[config.mk]
export PLATFORM = sky130hd
export DESIGN_NAME = line_buf_bank_sched
export DESIGN_NICKNAME = d
export VERILOG_FILES = /design/src/rtl/line_buf_bank_sched.sv
export SDC_FILE = /design/constraint.sdc
export NUM_CORES = 1
export LEC_CHECK = 0
export CORE_MARGIN = 3
export CORE_UTILIZATION = 45
export DETAILED_ROUTE_END_ITERATION = 8
export PLACE_DENSITY = 0.72
export SYNTH_ARGS = -nofsm -noshare
export SYNTH_HDL_FRONTEND = slang
export SYNTH_SLANG_ARGS = --single-unit
[constraint.sdc]
create_clock -name clk -period 2.25 [get_ports clk]
set_clock_uncertainty 0.1 [all_clocks]
set_input_delay 0.45 -clock clk [delete_from_list [all_inputs] [get_ports clk]]
set_output_delay 0.45 -clock clk [all_outputs]
set_load 0.02 [all_outputs]
[src/rtl/line_buf_bank_sched.sv]
// Rotating line-SRAM bank sequencer for vertical-window filters.
// Writes the live line into one bank, reads the others, then flushes at frame end.
module line_buf_bank_sched #(
  parameter int HACT  = 10,
  parameter int VACT  = 4,
  parameter int NBANK = 3,
  parameter int AW    = $clog2(HACT),
  parameter int BW    = $clog2(NBANK),
  parameter int CW    = $clog2(VACT+1)
)(
  input  logic             clk,
  input  logic             rstn,
  input  logic             i_vsync,
  input  logic             i_hsync,
  input  logic             i_de,
  output logic [NBANK-1:0] o_ram_we,
  output logic [NBANK-1:0] o_ram_re,
  output logic [AW-1:0]    o_ram_addr,
  output logic [BW-1:0]    o_wr_bank,
  output logic             o_rd_valid,
  output logic             o_flush,
  output logic [CW-1:0]    o_line_cnt,
  output logic [1:0]       o_state
);

  localparam int PW = $clog2(HACT+1);

  typedef enum logic [1:0] {
    ST_IDLE  = 2'd0,
    ST_FILL  = 2'd1,
    ST_RUN   = 2'd2,
    ST_FLUSH = 2'd3
  } st_e;

  st_e             st_q, st_d;
  logic [BW-1:0]   bank_q, bank_d;
  logic [CW-1:0]   cnt_q, cnt_d;
  logic [PW-1:0]   pix_q, pix_d;
  logic            fact_q, fact_d;
  logic [NBANK-1:0] we_q, we_d;
  logic [NBANK-1:0] re_q, re_d;
  logic [AW-1:0]   addr_q, addr_d;
  logic            fl_q, fl_d;
  logic            rv_q;
  logic            vs_q, hs_q, de_q;

  logic            vs_ev, hs_ev, line_end;
  logic [NBANK-1:0] oh;
  logic [CW-1:0]   cnt_inc;
  logic [BW-1:0]   bank_nx;

  assign vs_ev    = i_vsync & ~vs_q;
  assign hs_ev    = i_hsync & ~hs_q;
  assign line_end = de_q & ~i_de;
  assign oh       = NBANK'(1) << bank_q;
  assign cnt_inc  = (cnt_q >= CW'(VACT)) ? cnt_q : cnt_q + 1'b1;
  assign bank_nx  = (bank_q == BW'(NBANK-1)) ? '0 : bank_q + 1'b1;

  always_comb begin
    st_d   = st_q;
    bank_d = bank_q;
    cnt_d  = cnt_q;
    pix_d  = pix_q;
    fact_d = fact_q;
    addr_d = addr_q;
    we_d   = '0;
    re_d   = '0;
    fl_d   = 1'b0;
    if (vs_ev) begin
      // a new frame always restarts sequencing, even mid-line or mid-flush
      st_d   = ST_FILL;
      bank_d = '0;
      cnt_d  = '0;
      pix_d  = '0;
      fact_d = 1'b0;
      addr_d = '0;
    end else begin
      unique case (st_q)
        ST_IDLE: begin
        end
        ST_FILL, ST_RUN: begin
          if (line_end) begin
            cnt_d  = cnt_inc;
            bank_d = bank_nx;
            pix_d  = '0;
            addr_d = '0;
            if (cnt_inc >= CW'(VACT))
              st_d = ST_FLUSH;
            else if (st_q == ST_FILL && cnt_inc == CW'(NBANK-1))
              st_d = ST_RUN;
          end else if (i_de && pix_q < PW'(HACT)) begin
            we_d   = oh;
            re_d   = (st_q == ST_RUN) ? ~oh : '0;
            addr_d = AW'(pix_q);
            pix_d  = pix_q + 1'b1;
          end
        end
        ST_FLUSH: begin
          if (fact_q) begin
            if (pix_q < PW'(HACT)) begin
              re_d   = ~oh;
              fl_d   = 1'b1;
              addr_d = AW'(pix_q);
              pix_d  = pix_q + 1'b1;
            end else begin
              fact_d = 1'b0;
              pix_d  = '0;
              addr_d = '0;
              st_d   = ST_IDLE;
            end
          end else if (hs_ev) begin
            fact_d = 1'b1;
            re_d   = ~oh;
            fl_d   = 1'b1;
            addr_d = '0;
            pix_d  = PW'(1);
          end
        end
      endcase
    end
  end

  always_ff @(posedge clk) begin
    if (!rstn) begin
      st_q   <= ST_IDLE;
      bank_q <= '0;
      cnt_q  <= '0;
      pix_q  <= '0;
      fact_q <= 1'b0;
      we_q   <= '0;
      re_q   <= '0;
      addr_q <= '0;
      fl_q   <= 1'b0;
      rv_q   <= 1'b0;
      vs_q   <= 1'b0;
      hs_q   <= 1'b0;
      de_q   <= 1'b0;
    end else begin
      st_q   <= st_d;
      bank_q <= bank_d;
      cnt_q  <= cnt_d;
      pix_q  <= pix_d;
      fact_q <= fact_d;
      we_q   <= we_d;
      re_q   <= re_d;
      addr_q <= addr_d;
      fl_q   <= fl_d;
      rv_q   <= |re_q;
      vs_q   <= i_vsync;
      hs_q   <= i_hsync;
      de_q   <= i_de;
    end
  end

  assign o_ram_we   = we_q;
  assign o_ram_re   = re_q;
  assign o_ram_addr = addr_q;
  assign o_wr_bank  = bank_q;
  assign o_rd_valid = rv_q;
  assign o_flush    = fl_q;
  assign o_line_cnt = cnt_q;
  assign o_state    = st_q;

endmodule

After elaboration in Yosys (flattened, before gate mapping)
Cells that the tools add are included.
{"block": "classes", "reduce_logical": 13, "mux": 31, "magnitude_cmp": 3, "add_sub_neg": 3, "bitwise": 11, "n_shift": 1, "eq_ne": 15}
{"operator": "$mux 4", "count": 10}
{"operator": "$mux 3", "count": 7}
{"operator": "$ne 3x3->1 const B", "count": 6}
{"operator": "$pmux 4 s2", "count": 2}
{"operator": "$mux 2", "count": 6}
{"operator": "$reduce_and 5->1", "count": 2}
{"operator": "$not 1->1", "count": 7}
{"operator": "$eq 2x2->1 const B", "count": 3}
{"operator": "$ge 3x3->1 const B", "count": 2}
{"operator": "$ne 2x2->1 const B", "count": 3}
{"operator": "$pmux 3 s2", "count": 1}
{"operator": "$reduce_or 3->1", "count": 2}
{"operator": "$reduce_or 5->1", "count": 1}
{"operator": "$add 4x1->4 const B", "count": 1}
{"operator": "$lt 4x4->1 const B", "count": 1}
{"operator": "$mux 1", "count": 4}
{"operator": "$ne 4x4->1 const B", "count": 1}
{"operator": "$pmux 2 s2", "count": 1}
{"operator": "$reduce_or 2->1", "count": 2}
{"operator": "$add 3x1->3 const B", "count": 1}
{"operator": "$and 1x1->1", "count": 3}
{"operator": "$eq 3x2->1 const B", "count": 1}
{"operator": "$not 3->3", "count": 1}
{"operator": "$reduce_and 3->1", "count": 1}
{"operator": "other kinds (7)", "count": 8}
{"block": "word_totals", "out_inout_bits": 19, "inputBits": 5, "word_cells": 91, "register_bits": 27}

Depth between registers and ports, before layout
Gate-level depths: netlist of the first run.
{"block": "logic_depth", "ltp_word": 9, "ltp_mapped": 7, "depth_no_buf": 6}

Worst setup path after synthesis of the first run
No wires, ideal clock.
{"block": "synth_path", "path_kind": "register to register", "start": "register st_q[0] (netlist: o_state[0])", "end": "register pix_q[2]", "t_arrival_ns": 1.833, "path_stages_with_launch": 8, "path_slack_ns": 0.192, "n_path_buf": 1, "path_cell_list": "dfxtp_1 > inv_1 > ha_1 > buf_6 > nor3b_2 > a311o_1 > a211oi_1 > o22ai_1"}
{"block": "synth_between", "elab_chain_cells": 4, "word_cells_on_any_way": 9}
{"element": "start, declared", "line_no": "35", "source": "st_e st_q, st_d;"}
{"element": "start signal, assigned", "line_no": "139", "source": "st_q <= st_d;"}
{"element": "$eq 2x1->1 / $eq 2x2->1 (equally long branches)", "line_no": "78", "source": "unique case (st_q)"}
{"element": "$reduce_or 2->1", "line_no": "78"}
{"element": "$ne 3x3->1 (no source line) / $reduce_bool 2->1 (equally long branches)"}
{"element": "$reduce_and 3->1 (no source line)"}
{"element": "end signal, assigned", "line_no": "142", "source": "pix_q <= pix_d;"}
{"element": "end, declared", "line_no": "38", "source": "logic [PW-1:0] pix_q, pix_d;"}
Parallel ways exist; a longest one is shown, timed or not.
A chain may end at the register's enable or synchronous reset.

Worst setup path after layout of the first run
{"block": "layout_path", "start": "register bank_q[1] (netlist: o_wr_bank[1])", "end": "output port o_wr_bank[1]"}
{"element": "start, declared", "line_no": "36", "source": "logic [BW-1:0] bank_q, bank_d;"}
{"element": "start signal, assigned", "line_no": "140", "source": "bank_q <= bank_d;"}
{"element": "end, declared", "line_no": "19", "source": "output logic [BW-1:0] o_wr_bank,"}
No word-level cell between the ends.

==> results of run 1 <==
==> worst max-delay path by stage <==
stage                 start            end  slack (ns)  cells after the start
4_1_cts        o_wr_bank[1]   o_wr_bank[1]        0.24                      1
3_3_place_gp           i_de       pix_q[2]        0.24                      5
5_1_grt          o_state[0]  o_ram_addr[2]         0.1                      6
3_5_place_dp           i_de       pix_q[2]        0.16                      5
6_report       o_wr_bank[1]   o_wr_bank[1]        0.25                      1
2_1_floorplan    o_state[0]       pix_q[2]        0.19                      7
==> area by class of cell <==
class / instances / area, µm²
flip-flops and latches: 27 / 541
clock buffers: 4 / 26.3
fillers: 222 / 982
inverters: 8 / 30.0
repair buffers: 29 / 275
well taps: 30 / 37.5
multi-input cells: 97 / 653
==> cell usage after synthesis (2+ instances only) <==
cell and n:
a21boi_0 2, nand4_1 5, and2_1 4, inv_1 8
a211oi_1 2, dfxtp_1 27, o22ai_1 3, or3_1 2
nand3_1 2, o31a_1 2, nor2_1 13, clkbuf_1 2
nor3_1 3, o21ai_0 8, nor4_1 2, nand2b_1 4
nor2b_1 2, nand2_1 7, ha_1 7, mux2i_1 2
a21oi_1 10, a311oi_1 2
==> per-layer routing <==
| layer | vias up | wire length, µm | global-route usage [%] |
|---|---|---|---|
| li1 | 552 | - | - |
| met1 | 525 | 1280 | 25.5 |
| met2 | 37 | 1410 | 31.3 |
| met3 | 4 | 173 | 3.07 |
| met4 | 0 | 27 | 6.47 |
| met5 | - | 0 | 0 |
==> logic make-up (layout without fill, tap and decap cells) <==
| logic type | count (synthesis) | count (layout) | share of synthesized area [%] |
|---|---|---|---|
| multiplexers | 2 | 2 | 1.61 |
| AND/OR/NAND/NOR | 48 | 48 | 20.3 |
| flip-flops | 27 | 27 | 43.4 |
| buffers and inverters | 12 | 41 | 4.22 |
| XOR/XNOR | 1 | 1 | 0.703 |
| adder cells (fa/ha/maj) | 7 | 7 | 7.03 |
| AO/OA/AOI/OAI | 39 | 39 | 22.8 |
==> registers in the layout, indices dropped and copies added, names as in the netlist <==
signal	flops
o_line_cnt	3
pix_q	4
o_flush	1
o_state	2
fact_q	1
o_ram_addr	4
vs_q	1
de_q	1
o_rd_valid	1
o_wr_bank	2
hs_q	1
o_ram_re	3
o_ram_we	3
==> where the power goes <==
| part | switching [µW] | internal, µW | total [µW] | leakage, µW |
|---|---|---|---|---|
| clock | 138 | 69.4 | 207 | 0.0000150 |
| sequential | 5.36 | 485 | 490 | 0.000219 |
| combinational | 46.1 | 35.5 | 81.6 | 0.000313 |
==> placed cells by master (no fill, tap or decap), types with 2 or more instances in the layout <==
master	count
a211oi_1	2
a21boi_0	2
a21oi_1	10
a311oi_1	2
and2_1	4
buf_4	6
clkbuf_4	3
clkdlybuf4s50_1	23
dfxtp_1	27
ha_1	7
inv_1	8
mux2i_1	2
nand2_1	7
nand2b_1	4
nand3_1	2
nand4_1	5
nor2_1	13
nor2b_1	2
nor3_1	3
nor4_1	2
o21ai_0	8
o22ai_1	3
o31a_1	2
or3_1	2
==> per-stage QoR <==
| step | setup WS [ns] | util [%] | cells | total power, µW | instance area [µm²] |
|---|---|---|---|---|---|
| after floorplan | 0.192 | - | 136 | 548 | 1250 |
| after global placement | 0.239 | 60.4 | 191 | 579 | 1540 |
| after detailed placement | 0.163 | 60.4 | 191 | 581 | 1540 |
| after CTS | 0.238 | 61.4 | 195 | 784 | 1560 |
| after global routing | 0.0971 | 61.4 | 195 | 813 | 1560 |
| final | 0.252 | 61.4 | 195 | 779 | 1560 |
==> results.txt, run 1 <==
DRT Wirelength - 2.89 mm
hold endpoint - o_ram_addr[3]
outcome - finished clean
DR pass1 iterations - 4
synth top area cells - dfxtp_1 (43%), ha_1 (7.0%), a21oi_1 (4.0%)
slowest cell delay on critical path - 0.65 ns
final setup violation count - 0
CTS-repair resized insts - 0
worst setup path class - register to output port
layout cells sized above 1 - 7.27%
Hold Crit Class - register to register
Final Critical Period - 2.00 ns
Reg2Reg Setup Slack - 0.25 ns
Crit. End Element - output port
post-synthesis register bit count - 27
number of max-cap violations - 0
Synth-to-Final Area Change - 25.4%
final net count - 178
EDFF count, synth - 0
synth unique cells - 39
Worst Tran Pin Value - 0.480 ns
pwr dens - 498 nW/µm²
syn nets - 148
hold_sp - o_ram_addr[3]
CTS tree - yes
biggest area consumer among synthesized cells - dfxtp_1
reg2reg end - pix_q[0]
Leakage Power - 0.000547 µW
period utilisation layout - 88.8%
Synth top area share - 43.4%
Post-Syn Instances - 136
site row count - 18
Synth Flop Type - dfxtp_1
delay-heaviest family, CP - buffers and inverters
first-pass GRT wire length - 5.09 mm
Max H-tree Level - 1
WP data required - 1.70 ns
GPL Wtd Cong - 0.822
Slew Viols, Final - 0
die footprint - 3440 µm²
Vias - 1,118
initial antenna violation count - 0
Rel. slew slack - 68.0%
TritonCTS Buffers - 3
Setup TNS - 0 ns
Reg clk slew, reported paths - 0.14 ns
sequential cell area fraction in the yosys report - 43.4%
Clock Tree Root - clkbuf_4
clk_lat worst skew - 0.32 ns
Max VDD drop - 0.000355 V
arrival time at the worst endpoint - 1.45 ns
die height - 58.6 µm
I/O Buffers - 23
crit-path cells - clkdlybuf4s50_1
Reg-to-Reg Start - o_state[0]
CTS Buffer Depth - 2
Post-CTS Setup Inserts - 0
initial drt markers - 43
DR DRC count - 0
drt via density - 5.73
GRT Overall Usage - 19.1%
clock sinks - 27
RSZ-0062 raised after global routing - no
Post-Syn Area - 1250 µm²
hold-critical path depth - 2
core area - 2540 µm²
initial core utilization - 49.0%
Fin. Hold Viols - 0
hold buffers post-CTS - 0
DRT antenna net count - 0
Die Wd - 58.6 µm
I/O pins - 24
Ys Warns - 0
maximum clock frequency - 0.500 GHz
drt wl/cell - 14.8 µm
Ant. Diodes - 0
Synth Area per Inst - 9.16 µm²
WP buf/inv - 1
slowest CP cell - clkdlybuf4s50_1
WHS - 0.395 ns
Async SR Flop Fraction - 0%
largest net degree at the start of global routing - 15
grt ovf - 0
FF-to-FF path depth - 6
post-DP HPWL - 2.12 mm
vias in the first global route - 1,097
crit-path max FO - 9
CP Launch Type - register
No activity file was read; power rests on OpenSTA's default activity.
==> inputs of run 2 (changes only) <==
CAP_MARGIN = 20   (was not set)
CORE_UTILIZATION = 50   (was 45)
PLACE_DENSITY = 0.78   (was 0.72)
==> run 2 against run 1 <==
- non-clock buffer count did not move
- global-route usage fell by 0.78 points
- via count rose by 0.36%
==> results.txt, run 2 (synthesized netlist as in run 1, its figures left out) <==
crit-path cells - clkdlybuf4s50_1
final setup violation count - 0 (unchanged)
post-DP HPWL - 1.98 mm (-6.8%)
Post-CTS Setup Inserts - 0 (unchanged)
CTS-repair resized insts - 0 (unchanged)
Vias - 1,122 (+0.36%)
maximum clock frequency - 0.499 GHz (-0.27%)
DR DRC count - 0 (unchanged)
CP Launch Type - register
WP buf/inv - 1 (unchanged)
placed inst area - 1530 µm² (-0.16%)
TritonCTS Buffers - 3 (unchanged)
Ant. Diodes - 0 (unchanged)
Die Wd - 55.9 µm (-4.6%)
Slew Viols, Final - 0 (unchanged)
WP data required - 1.70 ns (about the same)
pwr dens - 500 nW/µm² (+0.44%)
# fillers - 201 (-9.5%)
CTS tree - yes
arrival time at the worst endpoint - 1.45 ns (about the same)
hold-critical path depth - 1 (-1)
delay-heaviest family, CP - buffers and inverters
FF-to-FF path depth - 6 (unchanged)
final net count - 178 (unchanged)
drt via density - 5.81 (+1.4%)
Setup TNS - 0 ns (unchanged)
RSZ-0062 raised after global routing - no
initial drt markers - 27 (-37%)
Rel. slew slack - 69.4% (+1.4 points)
Worst Tran Pin Value - 0.459 ns (-0.0214 ns)
critical path depth - 1 (unchanged)
largest net degree at the start of global routing - 15 (unchanged)
initial core utilization - 54.2% (+5.3 points)
die height - 55.9 µm (-4.6%)
die footprint - 3130 µm² (-9.0%)
initial antenna violation count - 0 (unchanged)
first-pass GRT wire length - 4.67 mm (-8.1%)
DRT Wirelength - 2.64 mm (-8.6%)
CTS Buffer Depth - 2 (unchanged)
GPL Wtd Cong - 0.901 (+9.6%)
Hold Crit Class - register to register
slowest CP cell - clkdlybuf4s50_1
most frequent cells in the layout - dfxtp_1 (27), clkdlybuf4s50_1 (23), nor2_1 (13)
GRT Overall Usage - 18.3% (-0.78 points)
DRT antenna net count - 0 (unchanged)
Clock Tree Root - clkbuf_4
clk_lat worst skew - 0.33 ns (about the same)
grt ovf - 0 (unchanged)
hold buffers post-CTS - 0 (unchanged)
Max VDD drop - 0.000312 V (-12%)
Reg clk slew, reported paths - 0.14 ns (about the same)
worst setup path class - register to output port
Synth-to-Final Area Change - 25.2%
period utilisation layout - 89.1% (+0.24 points)
Leakage Power - 0.000547 µW (unchanged)
I/O Buffers - 23 (unchanged)
vias in the first global route - 1,032 (-5.9%)
Fin. Hold Viols - 0 (unchanged)
fin area - 1560 µm² (-0.16%)
Crit. End Element - output port
clock sinks - 27 (unchanged)
crit-path max FO - 9 (unchanged)
drt wl/cell - 13.7 µm (-7.7%)
most common cell after layout, fill and taps aside - dfxtp_1
I/O pins - 24 (unchanged)
slowest cell delay on critical path - 0.65 ns (about the same)
number of max-cap violations - 0 (unchanged)
Final Critical Period - 2.00 ns (+0.00540 ns)
outcome - finished clean
DR pass1 iterations - 4 (unchanged)
core area - 2300 µm² (-9.7%)
Max H-tree Level - 1 (unchanged)
layout cells sized above 1 - 7.27% (unchanged)
site row count - 17 (-1)
run 2: cell counts in the layout (fill, tap and decap cells not counted):
No cell type changed its count.
run 2: routing by layer:
layer / share of wire [%] / GRT usage [%]
met5: 0 / 0
met4: 1.5 / 6.10
met3: 5.1 / 2.09
met2: 44 / 28.0
met1: 50 / 26.6
run 2: worst paths after layout:
path                              startpoint            end  slack [ns]
worst max-delay path            o_wr_bank[1]   o_wr_bank[1]        0.25
worst min-delay path             o_ram_re[2]     o_rd_valid        0.38
worst max register to register    o_state[0]  o_ram_addr[2]        0.26
worst min register to register   o_ram_re[2]     o_rd_valid        0.38
run 2: report_power, final:
group          internal [µW]  total (µW)  switching [µW]  leakage (µW)
Sequential               485         490            5.57      0.000219
Clock                   69.6         210             140     0.0000150
Combinational           35.6        80.4            44.8      0.000313
run 2: final cells by class:
class | count | area (µm²) | area share [%]
multi-input cells | 97 | 653 | 41.9
flip-flops and latches | 27 | 541 | 34.6
repair buffers | 29 | 275 | 17.6
well taps | 28 | 35.0 | 2.25
inverters | 8 | 30.0 | 1.92
clock buffers | 4 | 26.3 | 1.68
run 2: per-stage QoR:
stage / total power [µW] / std cells / hold WS (ns) / setup slack [ns] / util [%]
floorplan: 548 / 136 / 0.381 / 0.192 / -
global placement: 578 / 189 / 0.355 / 0.135 / 66.8
detailed placement: 580 / 189 / 0.360 / 0.0678 / 66.8
CTS: 784 / 193 / 0.385 / 0.234 / 67.9
global route: 809 / 193 / 0.402 / 0.111 / 67.9
finish: 781 / 193 / 0.379 / 0.246 / 67.9
